<file path="config.mk">
export PLATFORM = sky130hd
export DESIGN_NAME = divu_seq_divider
export DESIGN_NICKNAME = d
export VERILOG_FILES = /design/src/rtl/divu_pkg.sv /design/src/rtl/divu_restore_step.sv /design/src/rtl/divu_seq_divider.sv
export SDC_FILE = /design/constraint.sdc
export NUM_CORES = 1
export LEC_CHECK = 0
export CAP_MARGIN = 20
export CORE_UTILIZATION = 49
export CTS_CLUSTER_SIZE = 24
export DETAILED_ROUTE_END_ITERATION = 6
export PLACE_DENSITY_LB_ADDON = 0.05
export RECOVER_POWER = 50
export SLEW_MARGIN = 40
export SYNTH_ARGS = -nofsm -noshare
export SYNTH_HDL_FRONTEND = slang
export SYNTH_SLANG_ARGS = --single-unit
</file>
<file path="constraint.sdc">
create_clock -name clk -period 3.1 [get_ports clk]
set_input_delay 0.31 -clock clk [delete_from_list [all_inputs] [get_ports clk]]
set_output_delay 0.31 -clock clk [all_outputs]
set_load 0.01 [all_outputs]
</file>
<file path="src/rtl/divu_pkg.sv">
// Shared types and constants for the sequential unsigned divider (DIVU path).
package divu_pkg;

    localparam int unsigned DIVU_WIDTH = 32;

    // Quotient produced by a zero-divisor op: every restoring step succeeds.
    localparam logic [DIVU_WIDTH-1:0] DIVU_ALL_ONES = '1;

    typedef enum logic [1:0] {
        IDLE,
        RUN,
        DONE
    } divu_state_e;

endpackage

</file>
<file path="src/rtl/divu_restore_step.sv">
// One restoring-division step: shift in the next dividend bit, subtract if it fits.
module divu_restore_step #(
    parameter int unsigned WIDTH = 32
) (
    input  logic [WIDTH-1:0] prem_i,
    input  logic             dvd_msb_i,
    input  logic [WIDTH-1:0] divisor_i,
    output logic [WIDTH-1:0] prem_o,
    output logic             qbit_o
);

    logic [WIDTH:0] shifted;

    always_comb begin
        shifted = {prem_i, dvd_msb_i};
        qbit_o  = (shifted >= {1'b0, divisor_i});
        // The true difference always fits in WIDTH bits, so a WIDTH-bit subtract is exact.
        prem_o  = qbit_o ? (shifted[WIDTH-1:0] - divisor_i) : shifted[WIDTH-1:0];
    end

endmodule

</file>
<file path="src/rtl/divu_seq_divider.sv">
// Multi-cycle unsigned restoring divider, one quotient bit per cycle.
// Optional macro DIVU_EARLY_OUT_EN: finish immediately when dividend < divisor.
module divu_seq_divider
    import divu_pkg::*;
#(
    parameter  int unsigned WIDTH = DIVU_WIDTH,
    localparam int unsigned CNT_W = $clog2(WIDTH + 1)
) (
    input  logic             clk,
    input  logic             reset,
    input  logic             start_i,
    input  logic [WIDTH-1:0] dividend_i,
    input  logic [WIDTH-1:0] divisor_i,
    output logic             busy_o,
    output logic             done_o,
    output logic [WIDTH-1:0] quotient_o,
    output logic [WIDTH-1:0] remainder_o,
    output logic             div_by_zero_o
);

    divu_state_e      state_q;
    logic [CNT_W-1:0] cnt_q;
    logic [WIDTH-1:0] prem_q;
    logic [WIDTH-1:0] dvd_q;
    logic [WIDTH-1:0] dvs_q;
    logic             busy_q;
    logic             done_q;
    logic [WIDTH-1:0] quot_q;
    logic [WIDTH-1:0] rem_q;
    logic             dbz_q;

    logic [WIDTH-1:0] prem_d;
    logic             qbit;

    divu_restore_step #(
        .WIDTH(WIDTH)
    ) u_step (
        .prem_i   (prem_q),
        .dvd_msb_i(dvd_q[WIDTH-1]),
        .divisor_i(dvs_q),
        .prem_o   (prem_d),
        .qbit_o   (qbit)
    );

    always_ff @(posedge clk) begin
        if (reset) begin
            state_q <= IDLE;
            cnt_q   <= '0;
            prem_q  <= '0;
            dvd_q   <= '0;
            dvs_q   <= '0;
            busy_q  <= 1'b0;
            done_q  <= 1'b0;
            quot_q  <= '0;
            rem_q   <= '0;
            dbz_q   <= 1'b0;
        end else begin
            done_q <= 1'b0;
            unique case (state_q)
                IDLE, DONE: begin
                    if (start_i) begin
`ifdef DIVU_EARLY_OUT_EN
                        if (dividend_i < divisor_i) begin
                            state_q <= DONE;
                            done_q  <= 1'b1;
                            quot_q  <= '0;
                            rem_q   <= dividend_i;
                            dbz_q   <= 1'b0;
                        end else
`endif
                        begin
                            dvd_q   <= dividend_i;
                            dvs_q   <= divisor_i;
                            prem_q  <= '0;
                            cnt_q   <= CNT_W'(WIDTH);
                            busy_q  <= 1'b1;
                            state_q <= RUN;
                        end
                    end else begin
                        state_q <= IDLE;
                    end
                end
                RUN: begin
                    prem_q <= prem_d;
                    dvd_q  <= {dvd_q[WIDTH-2:0], qbit};
                    cnt_q  <= cnt_q - CNT_W'(1);
                    // Last step: publish results straight from the step outputs.
                    if (cnt_q == CNT_W'(1)) begin
                        state_q <= DONE;
                        busy_q  <= 1'b0;
                        done_q  <= 1'b1;
                        quot_q  <= {dvd_q[WIDTH-2:0], qbit};
                        rem_q   <= prem_d;
                        dbz_q   <= (dvs_q == '0);
                    end
                end
                default: state_q <= IDLE;
            endcase
        end
    end

    assign busy_o        = busy_q;
    assign done_o        = done_q;
    assign quotient_o    = quot_q;
    assign remainder_o   = rem_q;
    assign div_by_zero_o = dbz_q;

endmodule

</file>
Word level (Yosys, flattened, before mapping)
Cells that the tools add are included.
Widths: inputs -> output; s select.
{"block": "word_totals", "register_bits": 171, "input_bits": 67}
{"block": "classes", "addsub": 2, "n_lt_le_gt_ge": 1, "n_eq_ne": 5, "mux": 14, "bitwise": 1, "reduce_logical": 9}
{"cell": "$pmux 32 s2", "count": 2}
{"cell": "$mux 32", "count": 3}
{"cell": "$ge 33x32->1", "count": 1}
{"cell": "$logic_not 32->1", "count": 1}
{"cell": "$sub 32x32->32", "count": 1}
{"cell": "$pmux 6 s2", "count": 1}
{"cell": "$eq 6x1->1 const B", "count": 1}
{"cell": "$mux 6", "count": 1}
{"cell": "$reduce_and 2->1", "count": 3}
{"cell": "$sub 6x1->6 const B", "count": 1}
{"cell": "$mux 1", "count": 4}
{"cell": "$ne 2x2->1 const B", "count": 2}
{"cell": "$pmux 2 s2", "count": 1}
{"cell": "$reduce_or 2->1", "count": 2}
{"cell": "$reduce_and 3->1", "count": 1}
{"cell": "$eq 2x1->1 const B", "count": 1}
{"cell": "$eq 2x2->1 const B", "count": 1}
{"cell": "$logic_not 2->1", "count": 1}
{"cell": "$mux 2", "count": 1}
{"cell": "$pmux 1 s2", "count": 1}
{"cell": "$reduce_bool 2->1", "count": 1}
{"cell": "$not 1->1", "count": 1}

Logic depth before layout (Yosys ltp)
Gate-level depths: netlist (run 1).
{"block": "logic_depth", "depth_word": 4, "ltp_mapped": 13}

By module
From an unflattened synthesis (run 1), not the netlist that was laid out.
{"block": "unflattened", "cells_unflattened": 954, "area_unflattened_um2": 8363.0}
{"module": "divu_seq_divider", "n_inst": 1, "cells_per_inst": 631, "area_per_inst_um2": 6032.0}
{"module": "divu_restore_step", "n_inst": 1, "cells_per_inst": 323, "area_per_inst_um2": 2331.0}

Worst setup path before layout (run 1)
OpenSTA, ideal clock, no wires.
{"block": "synth_timing", "path_kind": "register to register", "start": "register dvd_q[31]", "end": "register rem_q[26], in the netlist remainder_o[26]", "arrival_ns": 2.838, "required_ns": 3.020, "slack_ns": 0.182, "path_stages_with_launch": 13, "n_path_buf": 0, "cell_sequence": "dfxtp_1 -> inv_1 -> ha_1 -> inv_1 -> fa_1 -> a21o_1 -> a221oi_2 -> o211ai_2 -> a2111o_1 -> nand3_1 -> nor2_1 -> or4_4 -> a211oi_2"}
{"block": "synth_between", "elab_chain_len": 2, "word_cells_on_any_way": 3}
{"item": "from (decl)", "line_no": "divu_seq_divider.sv:24", "rtl": "logic [WIDTH-1:0] dvd_q;"}
{"item": "from (signal assigned)", "line_no": "divu_seq_divider.sv:72", "rtl": "dvd_q <= dividend_i;"}
{"item": "from (signal assigned)", "line_no": "divu_seq_divider.sv:85", "rtl": "dvd_q <= {dvd_q[WIDTH-2:0], qbit};"}
{"item": "$sub 32x32->32 or $ge 33x32->1 (tied branches)", "line_no": "divu_restore_step.sv:18, divu_restore_step.sv:16"}
{"item": "$mux 32 (*)", "line_no": "divu_restore_step.sv:18", "rtl": "prem_o = qbit_o ? (shifted[WIDTH-1:0] - divisor_i) : shifted[WIDTH-1:0];"}
{"item": "to (signal assigned)", "line_no": "divu_seq_divider.sv:93", "rtl": "rem_q <= prem_d;"}
{"item": "to (decl)", "line_no": "divu_seq_divider.sv:29", "rtl": "logic [WIDTH-1:0] rem_q;"}
Mark *: on every way between the ends. The rest lies on a longest branch, timed or not.
A chain may end at the register's enable or synchronous reset.

Final worst setup path (run 1)
Same ends and word-level chain as after synthesis.

==> impl_metrics.csv, run 1 <==
group,metric,value,unit
global_route,grt.overflow.total,0,
routing,drc_errors,0,
synth,netlist_instances,1067,
placed_design,place.gp.congestion,0.921,
synth,synth-seq-cells,171,
pwr,p_per_area,945,nW/um^2
synth,syn_nets,1169,
routing,routed_wl,24700,um
global_route,grt_pass1_vias,7706,
critical_path,worstRegToRegCells,12,
timing,layout_min_cycle_time,2930,ps
routing,first_iter_violations,546,
floorplan,die_w,134,um
run_status,violations,"capacitance limit, slew limit",
layout,diodes,0,
routing,vias,8107,
critical_path,cp_data_required_time,3460,ps
synth,ys_types,75,
floorplan,io-pin-count,134,
clocking,tritoncts,"done",
layout,final_common_cell,"nand2_1",
critical_path,end_kind,"register",
job,maxCapViolCount,1,
synth,synth_edf_count,0,
critical_path,timing.rr.start,"dvd_q[31]",
timing,worst_pin_slew,1580,ps
placed_design,place_area,10300,sq um
hold_path,hold_depth,2,
timing,min_period_over_period,0.944,
routing,vias_per_cell,5.65,
critical_path,ff2ff_setup_slack,170,ps
critical_path,reg2reg_to,"remainder_o[26]",
clocking,path_clk_slew,70,ps
layout,final_cell_area,10900,sq um
synth,synth_largest_area_cell,"dfxtp_1",
layout,nFillCells,1499,
layout,layout_common_cells,"nand2_1 (224), dfxtp_1 (171), a21oi_1 (130), dlygate4sd3_1 (68), clkdlybuf4s50_1 (64)",
timing,final_max_slew_viol_count,25,
routing,wl_per_cell,17.2,um
routing,ant_nets,0,
timing,finalSetupTns,0,ps
clocking,h-tree-depth,4,
run_status,status,"complete, but fails checks",
timing,max_freq,342,MHz
hold_path,whs_endpoint,"cnt_q[4]",
floorplan,core_area,16800,sq um
synth,synth_warnings,0,
clocking,holdBufCountCts,0,
floorplan,num_rows,47,
placed_design,dpl.hpwl,17800,um
critical_path,startpoint_type,"register",
timing,rsz0062_at_grt,"false",
timing,finalSetupViolations,0,
synth,netlist_area,8520,sq um
synth,ys_seq_area_frac,0.402,
critical_path,cp_max_fo,3,
global_route,grtUsageTotal,0.282,
global_route,grt_pass1_wl,39900,um
hold_path,worstHoldStart,"reset",
floorplan,start_util,0.508,
global_route,antenna_found_initial,0,
placed_design,portBuffers,133,
pwr,power_leakage,4.40,nW
synth,avgSynthCellArea,7.98,sq um
synth,synth_flop_cell,"dfxtp_1",
layout,fin_nets,1305,
timing,slew_headroom,-0.0580,
synth,async_flop_share,0,
synth,synth_top_area_frac,0.402,
floorplan,dieArea,17900,sq um
clocking,clockBufferDepth,2,
clocking,cts.sinks,171,
clocking,cts-root-buf,"clkbuf_16",
critical_path,criticalPathCategory,"register to register",
clocking,cts_buffers,17,
pwr,ir_drop,623,uV
hold_path,hold_path_class,"primary input to register",
global_route,grt_start_max_net_pins,88,
timing,clock_skew,10.4,ps
routing,firstDrtPassIters,5,
floorplan,dieHeight,134,um
timing,hold_viol,0,
synth,yosys-top-cells-area,"dfxtp_1 (40%), nand2_1 (9.9%), a21oi_1 (7.7%), ha_1 (5.0%), o21ai_0 (3.1%)",
critical_path,worstPathArrival,3290,ps
clocking,clock_latency,430,ps
layout,syn_to_final_growth,28.2,%
layout,drive_gt1_frac,0.0914,
[synthesized netlist by cell type, drive strengths merged (4+ instances only)]
cell type  number
a211oi         26
a21o           14
a21oi         135
a22oi          32
a31oi           8
a32oi           9
a41oi           6
and2            6
and3           15
buf            18
clkbuf         51
dfxtp         171
ha             34
inv            45
mux2i          20
nand2         225
nand3          17
nand4          13
nor2           56
nor2b           6
nor3            9
nor4           13
o211ai          4
o21ai          56
o22ai           4
or3             4
or4             5
xnor2          13
xor2           10
[power breakdown]
group | internal (mW) | total [mW] | leakage (nW) | switching, mW
sequential | 2.40 | 2.58 | 1.39 | 0.181
clock | 1.29 | 2.25 | 0.295 | 0.962
combinational | 2.30 | 5.49 | 2.72 | 3.19
total | 5.99 | 10.3 | 4.40 | 4.33
[critical path: stages, from the launching register on]
cell and delay (ps):
dfxtp_1 310, inv_1 70, ha_1 160, inv_1 60, fa_2 350, a21o_1 210, a221oi_4 300, o211ai_2 140
a2111o_1 450, nand3_2 110, nor2_1 40, or4_4 490, a211oi_2 170
[flip-flops by register name (all words and copies together), names as in the netlist]
signal,flops
dvs_q,32
div_by_zero_o,1
state_q,2
dvd_q,32
busy_o,1
cnt_q,6
prem_q,32
remainder_o,32
done_o,1
quotient_o,32
[per-stage QoR]
step / total power [mW] / util / hold slack, ps / worst slack [ps] / instances
floorplan: 6.25 / - / 436 / 182 / 1067
finish: 10.3 / 0.652 / 204 / 174 / 1435
global placement: 7.95 / 0.613 / 440 / 101 / 1403
CTS: 10.2 / 0.649 / 185 / 34.9 / 1434
global route: 11.0 / 0.652 / 203 / 7.59 / 1435
detailed placement: 7.92 / 0.613 / 446 / 62.6 / 1403
[layer usage]
metal | wire length [um] | GRT usage | vias to the layer above
li1 | - | - | 4045
met3 | 1390 | 0.0688 | 28
met1 | 11000 | 0.361 | 3816
met4 | 377 | 0.0789 | 0
met2 | 11900 | 0.472 | 218
met5 | 0 | 0 | -
[area by class of cell]
class	count	area (sq um)	area share
inverter	45	169	0.0155
tap	220	275	0.0252
clock inverter	12	175	0.0160
timing repair buffer	186	1750	0.160
multi-input combinational	782	4690	0.430
clock buffer	19	433	0.0396
sequential	171	3420	0.314
[cell families after synthesis]
| kind of cell | Yosys count | synth area share |
|---|---|---|
| compound gates | 320 | 0.242 |
| flops | 171 | 0.402 |
| simple gates | 382 | 0.199 |
| mux | 22 | 0.0266 |
| buf+inv | 114 | 0.0551 |
| fa+ha+maj | 35 | 0.0523 |
| xor+xnor | 23 | 0.0236 |
[worst max-delay path by stage]
stage / from / slack, ps / endpoint
global route: dvd_q[31] / 8 / remainder_o[16]
detailed placement: dvd_q[31] / 60 / remainder_o[26]
CTS: dvd_q[31] / 30 / remainder_o[26]
global placement: dvd_q[31] / 100 / remainder_o[26]
floorplan: dvd_q[31] / 180 / remainder_o[26]
finish: dvd_q[31] / 170 / remainder_o[26]
[what timing repair did]
| item | in CTS | in global routing |
|---|---|---|
| gates resized for setup | 0 | 9 |
| setup buffers | 0 | 1 |
| setup endpoints to repair | 0 | 48 |
Note: power is estimated with default switching activity, not from simulation.
==> inputs of run 2 (changes only) <==
--- a/config.mk
+++ b/config.mk
@@ -6,12 +6,11 @@
 export NUM_CORES = 1
 export LEC_CHECK = 0
 export CAP_MARGIN = 20
-export CORE_UTILIZATION = 49
+export CORE_UTILIZATION = 58
 export CTS_CLUSTER_SIZE = 24
 export DETAILED_ROUTE_END_ITERATION = 6
 export PLACE_DENSITY_LB_ADDON = 0.05
 export RECOVER_POWER = 50
-export SLEW_MARGIN = 40
 export SYNTH_ARGS = -nofsm -noshare
 export SYNTH_HDL_FRONTEND = slang
 export SYNTH_SLANG_ARGS = --single-unit
==> constraint.sdc (replaced) <==
create_clock -name clk -period 3.67 [get_ports clk]
set_input_delay 0.367 -clock clk [delete_from_list [all_inputs] [get_ports clk]]
set_output_delay 0.367 -clock clk [all_outputs]
set_load 0.01 [all_outputs]
==> run 2 against run 1 <==
Effect of this change:
- the run now ends clean
- power is 20% lower
- maximum frequency decreased by 9.8%
- first-iteration DRC count up 68%
- critical path type unchanged
- critical endpoint unchanged
- largest cell class unchanged
- highest routed layer unchanged
==> impl_metrics.csv, run 2 (same netlist as run 1, synthesis figures left out) <==
group,metric,value,unit
run_status,status,"complete, no violations",
critical_path,startpoint_type,"register",
global_route,grt_pass1_wl,38000,um
pwr,p_switching,3.59,mW
pwr,sequentialPowerShare,0.265,
clocking,cts.sinks,171,
pwr,netSwitchingFraction,0.435,
layout,layout_common_cells,"nand2_1 (224), dfxtp_1 (171), a21oi_1 (131), dlygate4sd3_1 (67), clkdlybuf4s50_1 (65)",
layout,multi_input_comb_area,4650,sq um
pwr,p_per_area,785,nW/um^2
routing,first_iter_violations,920,
pwr,power_frac_comb,0.517,
clocking,clock_latency,440,ps
routing,vias,8120,
floorplan,io-pin-count,134,
routing,firstDrtPassIters,6,
timing,finalSetupViolations,0,
timing,layout_min_cycle_time,3240,ps
timing,slew_headroom,0.179,
pwr,p_int,4.66,mW
global_route,grt_pass1_vias,7550,
routing,ant_nets,0,
clocking,cts_resized,0,
critical_path,worstPathArrival,3600,ps
pwr,clkPwrFrac,0.218,
pwr,power_leakage,4.21,nW
placed_design,portBuffers,133,
clocking,tritoncts,"done",
layout,drive_gt1_frac,0.0618,
timing,min_period_over_period,0.884,
floorplan,dieArea,15200,sq um
job,maxCapViolCount,0,
clocking,holdBufCountCts,0,
timing,rsz0062_at_grt,"false",
global_route,antenna_found_initial,0,
layout,utilization,0.746,
routing,wl_per_cell,17.5,um
floorplan,num_rows,43,
critical_path,criticalPathCategory,"register to register",
floorplan,start_util,0.604,
layout,syn_to_final_growth,23.4,%
critical_path,end_kind,"register",
routing,drc_errors,0,
layout,nFillCells,1095,
global_route,grt_start_max_net_pins,95,
critical_path,cp_max_fo,4,
clocking,h-tree-depth,4,
routing,vias_per_cell,5.97,
timing,finalSetupTns,0,ps
global_route,grt.overflow.total,0,
timing,hold_viol,0,
placed_design,place.gp.congestion,1.01,
pwr,ir_drop,523,uV
placed_design,dpl.hpwl,16800,um
clocking,cts_setup_buffers,0,
global_route,grtUsageTotal,0.325,
clocking,cts-root-buf,"clkbuf_16",
hold_path,hold_path_class,"primary input to register",
timing,clock_skew,8.43,ps
timing,final_max_slew_viol_count,0,
layout,diodes,0,
layout,fin_nets,1270,
clocking,clockBufferDepth,2,
floorplan,core_area,14100,sq um
clocking,path_clk_slew,70,ps
floorplan,die_w,123,um
layout,seq_area,3420,sq um
routing,routed_wl,23800,um
clocking,cts_buffers,17,
timing,max_freq,308,MHz
floorplan,dieHeight,123,um
layout,final_common_cell,"nand2_1",
timing,worst_pin_slew,1230,ps
critical_path,cp_data_required_time,4030,ps
[run 2: cell count changes in the layout (fill, tap and decap cells not counted), sizes merged, moves of 2 or more]
cell / change
bufinv: -2
clkinv: +3
buf: -35
clkinvlp: +2
[run 2: worst max-delay path, cell delays in order (launching register included)]
cell      delay [ps]
dfxtp_1          380
ha_1             200
inv_1             60
fa_1             400
a21o_1           230
a221oi_2         400
o211ai_2         170
a2111o_1         480
nand3_1          130
nor2_1            50
or4_4            490
a211oi_2         180
[run 2: path summary, 6_finish.rpt]
path	start	to	slack (ps)	cells after the start
worst min register to register	quotient_o[20]	quotient_o[20]	450	2
worst max-delay path	dvs_q[0]	remainder_o[26]	430	11
worst max register to register	dvs_q[0]	remainder_o[26]	430	11
worst min-delay path	reset	state_q[0]	340	2
[run 2: layer usage]
| layer | global-route usage | vias up | wire, um |
|---|---|---|---|
| met1 | 0.406 | 3775 | 10100 |
| met4 | 0.147 | 0 | 750 |
| met3 | 0.0780 | 53 | 1750 |
| met5 | 0 | - | 0 |
| met2 | 0.530 | 311 | 11200 |
| li1 | - | 3981 | - |
[run 2: power groups by stage]
stage	sequential, mW	clock, mW	combinational (mW)
6_report	2.19	1.80	4.26
5_1_grt	2.21	1.88	4.65
4_1_cts	2.18	1.81	4.19
3_5_place_dp	2.22	0	4.16
3_3_place_gp	2.22	0	4.17
2_1_floorplan	2.17	0	3.11
[run 2: per-stage QoR]
| step | power (mW) | setup slack, ps | cells | hold WS, ps | area [sq um] |
|---|---|---|---|---|---|
| floorplan | 5.28 | 752 | 1067 | 436 | 8520 |
| global placement | 6.38 | 586 | 1329 | 441 | 9940 |
| detailed placement | 6.38 | 447 | 1329 | 449 | 9940 |
| CTS | 8.19 | 428 | 1361 | 347 | 10500 |
| global route | 8.74 | 239 | 1361 | 387 | 10500 |
| finish | 8.25 | 426 | 1361 | 343 | 10500 |
[run 2: area by class of cell]
| type | count | area share |
|---|---|---|
| Tap cell | 180 | 0.0214 |
| Multi-Input combinational cell | 782 | 0.443 |
| Clock buffer | 18 | 0.0408 |
| Clock inverter | 14 | 0.0149 |
| Timing Repair Buffer | 151 | 0.139 |
| Sequential cell | 171 | 0.326 |
| Inverter | 45 | 0.0161 |
==> inputs of run 3 (changes only) <==
--- a/config.mk
+++ b/config.mk
@@ -9,6 +9,7 @@
 export CORE_UTILIZATION = 58
 export CTS_CLUSTER_SIZE = 24
 export DETAILED_ROUTE_END_ITERATION = 6
+export MAX_ROUTING_LAYER = met4
 export PLACE_DENSITY_LB_ADDON = 0.05
 export RECOVER_POWER = 50
 export SYNTH_ARGS = -nofsm -noshare
==> run 3 against run 2 <==
Effect of this change:
- combinational power up 2%
- cell count barely moved
- final area grew 0.24%
- worst setup slack worse by 17 ps
- register-to-register slack gained 30 ps
- largest cell class unchanged
- first-iteration DRC count is 14% lower
- maximum frequency is 0.52% lower
- the run now ends with capacitance limit, slew limit left
- flip-flop and latch count unchanged
- count of clock-buffer cells in the layout is 3 higher
- highest routed layer unchanged
==> impl_metrics.csv, run 3 (same netlist as run 1, synthesis figures left out) <==
group,metric,value,unit
critical_path,end_kind,"register",
pwr,netSwitchingFraction,0.432,
timing,worst_pin_slew,1600,ps
routing,drc_errors,0,
floorplan,num_rows,43,
layout,fin_nets,1271,
pwr,p_per_area,795,nW/um^2
critical_path,cp.depth,6,
clocking,cts_resized,0,
job,maxCapViolCount,1,
global_route,grt_pass1_wl,39100,um
routing,first_iter_violations,791,
global_route,grt.overflow.total,0,
clocking,cts_buffers,17,
timing,rsz0062_at_grt,"false",
critical_path,cp_data_required_time,4020,ps
layout,drive_gt1_frac,0.0609,
routing,ant_nets,0,
layout,nFillCells,1070,
placed_design,portBuffers,133,
pwr,sequentialPowerShare,0.260,
clocking,h-tree-depth,4,
clocking,tritoncts,"done",
floorplan,core_area,14100,sq um
critical_path,worstPathArrival,3610,ps
clocking,clockBufferDepth,2,
clocking,holdBufCountCts,0,
run_status,status,"complete, but fails checks",
pwr,p_switching,3.62,mW
timing,hold_viol,0,
pwr,p_int,4.76,mW
routing,firstDrtPassIters,5,
timing,finalSetupViolations,0,
hold_path,hold_depth,2,
clocking,path_clk_slew,60,ps
critical_path,slowest_stage,"clkbuf_1",
floorplan,die_w,123,um
layout,final_common_cell,"nand2_1",
timing,finalSetupTns,0,ps
clocking,cts_setup_buffers,0,
floorplan,start_util,0.604,
clocking,clock_latency,430,ps
critical_path,startpoint_type,"primary input",
floorplan,io-pin-count,134,
routing,routed_wl,24700,um
placed_design,place.gp.congestion,1.03,
pwr,clkPwrFrac,0.223,
timing,slew_headroom,-0.0640,
critical_path,criticalPathCategory,"primary input to register",
timing,final_max_slew_viol_count,38,
placed_design,dpl.hpwl,17400,um
timing,clock_skew,7.96,ps
timing,layout_min_cycle_time,3260,ps
critical_path,critPathMaxStageDelay,1220,ps
routing,vias_per_cell,6.03,
clocking,cts-root-buf,"clkbuf_16",
layout,diodes,0,
global_route,grt_start_max_net_pins,88,
clocking,cts.sinks,171,
timing,max_freq,307,MHz
global_route,antenna_found_initial,0,
layout,utilization,0.747,
global_route,grt_pass1_vias,7704,
global_route,grtUsageTotal,0.344,
timing,min_period_over_period,0.889,
critical_path,critPathBufInv,3,
layout,syn_to_final_growth,23.7,%
critical_path,crit_chain,"dlygate4sd3_1 -> nor2b_1 -> clkbuf_2 -> clkbuf_1 -> nand2_1 -> a21oi_1",
critical_path,worstRegToRegCells,11,
pwr,power_leakage,4.23,nW
layout,layout_common_cells,"nand2_1 (224), dfxtp_1 (171), a21oi_1 (131), dlygate4sd3_1 (68), clkdlybuf4s50_1 (64)",
routing,wl_per_cell,18.1,um
floorplan,dieArea,15200,sq um
floorplan,dieHeight,123,um
pwr,ir_drop,412,uV
run_status,violations,"capacitance limit, slew limit",
critical_path,cp_max_fo,37,
critical_path,critPathTopFamily,"buffers and inverters",
routing,vias,8209,
pwr,power_frac_comb,0.516,
hold_path,hold_path_class,"primary input to register",
## run 3: cell count changes in the layout (fill, tap and decap cells not counted), moves of 2 or more
cell        delta
clkinvlp_4     -3
clkbuf_8       +2
clkbuf_1       +2
inv_8          -2
## run 3: worst paths after layout
check	slack [ps]	end	from
setup reg to reg	460	remainder_o[26]	dvs_q[0]
setup / recovery	410	dvs_q[15]	start_i
hold reg to reg	450	quotient_o[4]	quotient_o[4]
hold / removal	410	state_q[0]	reset
## run 3: power by group through the flow
stage | Sequential (mW) | Combinational (mW) | Clock (mW)
after floorplan | 2.17 | 3.11 | 0
after global placement | 2.21 | 4.20 | 0
after detailed placement | 2.22 | 4.18 | 0
after CTS | 2.18 | 4.23 | 1.89
after global routing | 2.20 | 4.66 | 1.96
final | 2.18 | 4.33 | 1.87
## run 3: per-layer routing
layer  global-route usage  vias up  part of all wire
met4                0.113        0             0.024
met3               0.0710       44             0.067
met1                0.433     3905              0.43
met5                    -        -                 0
li1                     -     3968                 -
met2                0.551      292              0.48
## run 3: area by class of cell
| class | instances | area (sq um) | share of cell area |
|---|---|---|---|
| Tap cell | 180 | 225 | 0.0214 |
| Multi-Input combinational cell | 782 | 4650 | 0.441 |
| Sequential cell | 171 | 3420 | 0.325 |
| Clock buffer | 21 | 460 | 0.0437 |
| Timing Repair Buffer | 152 | 1460 | 0.138 |
| Clock inverter | 11 | 154 | 0.0146 |
| Inverter | 45 | 169 | 0.0160 |
## run 3: through the flow
step	total power, mW	cells	setup slack, ps	hold WS [ps]	area [sq um]
after detailed placement	6.40	1330	492	448	9950
after global placement	6.41	1330	585	441	9950
after floorplan	5.28	1067	752	436	8520
final	8.38	1362	408	407	10500
after global routing	8.82	1362	246	413	10500
after CTS	8.30	1362	477	406	10600
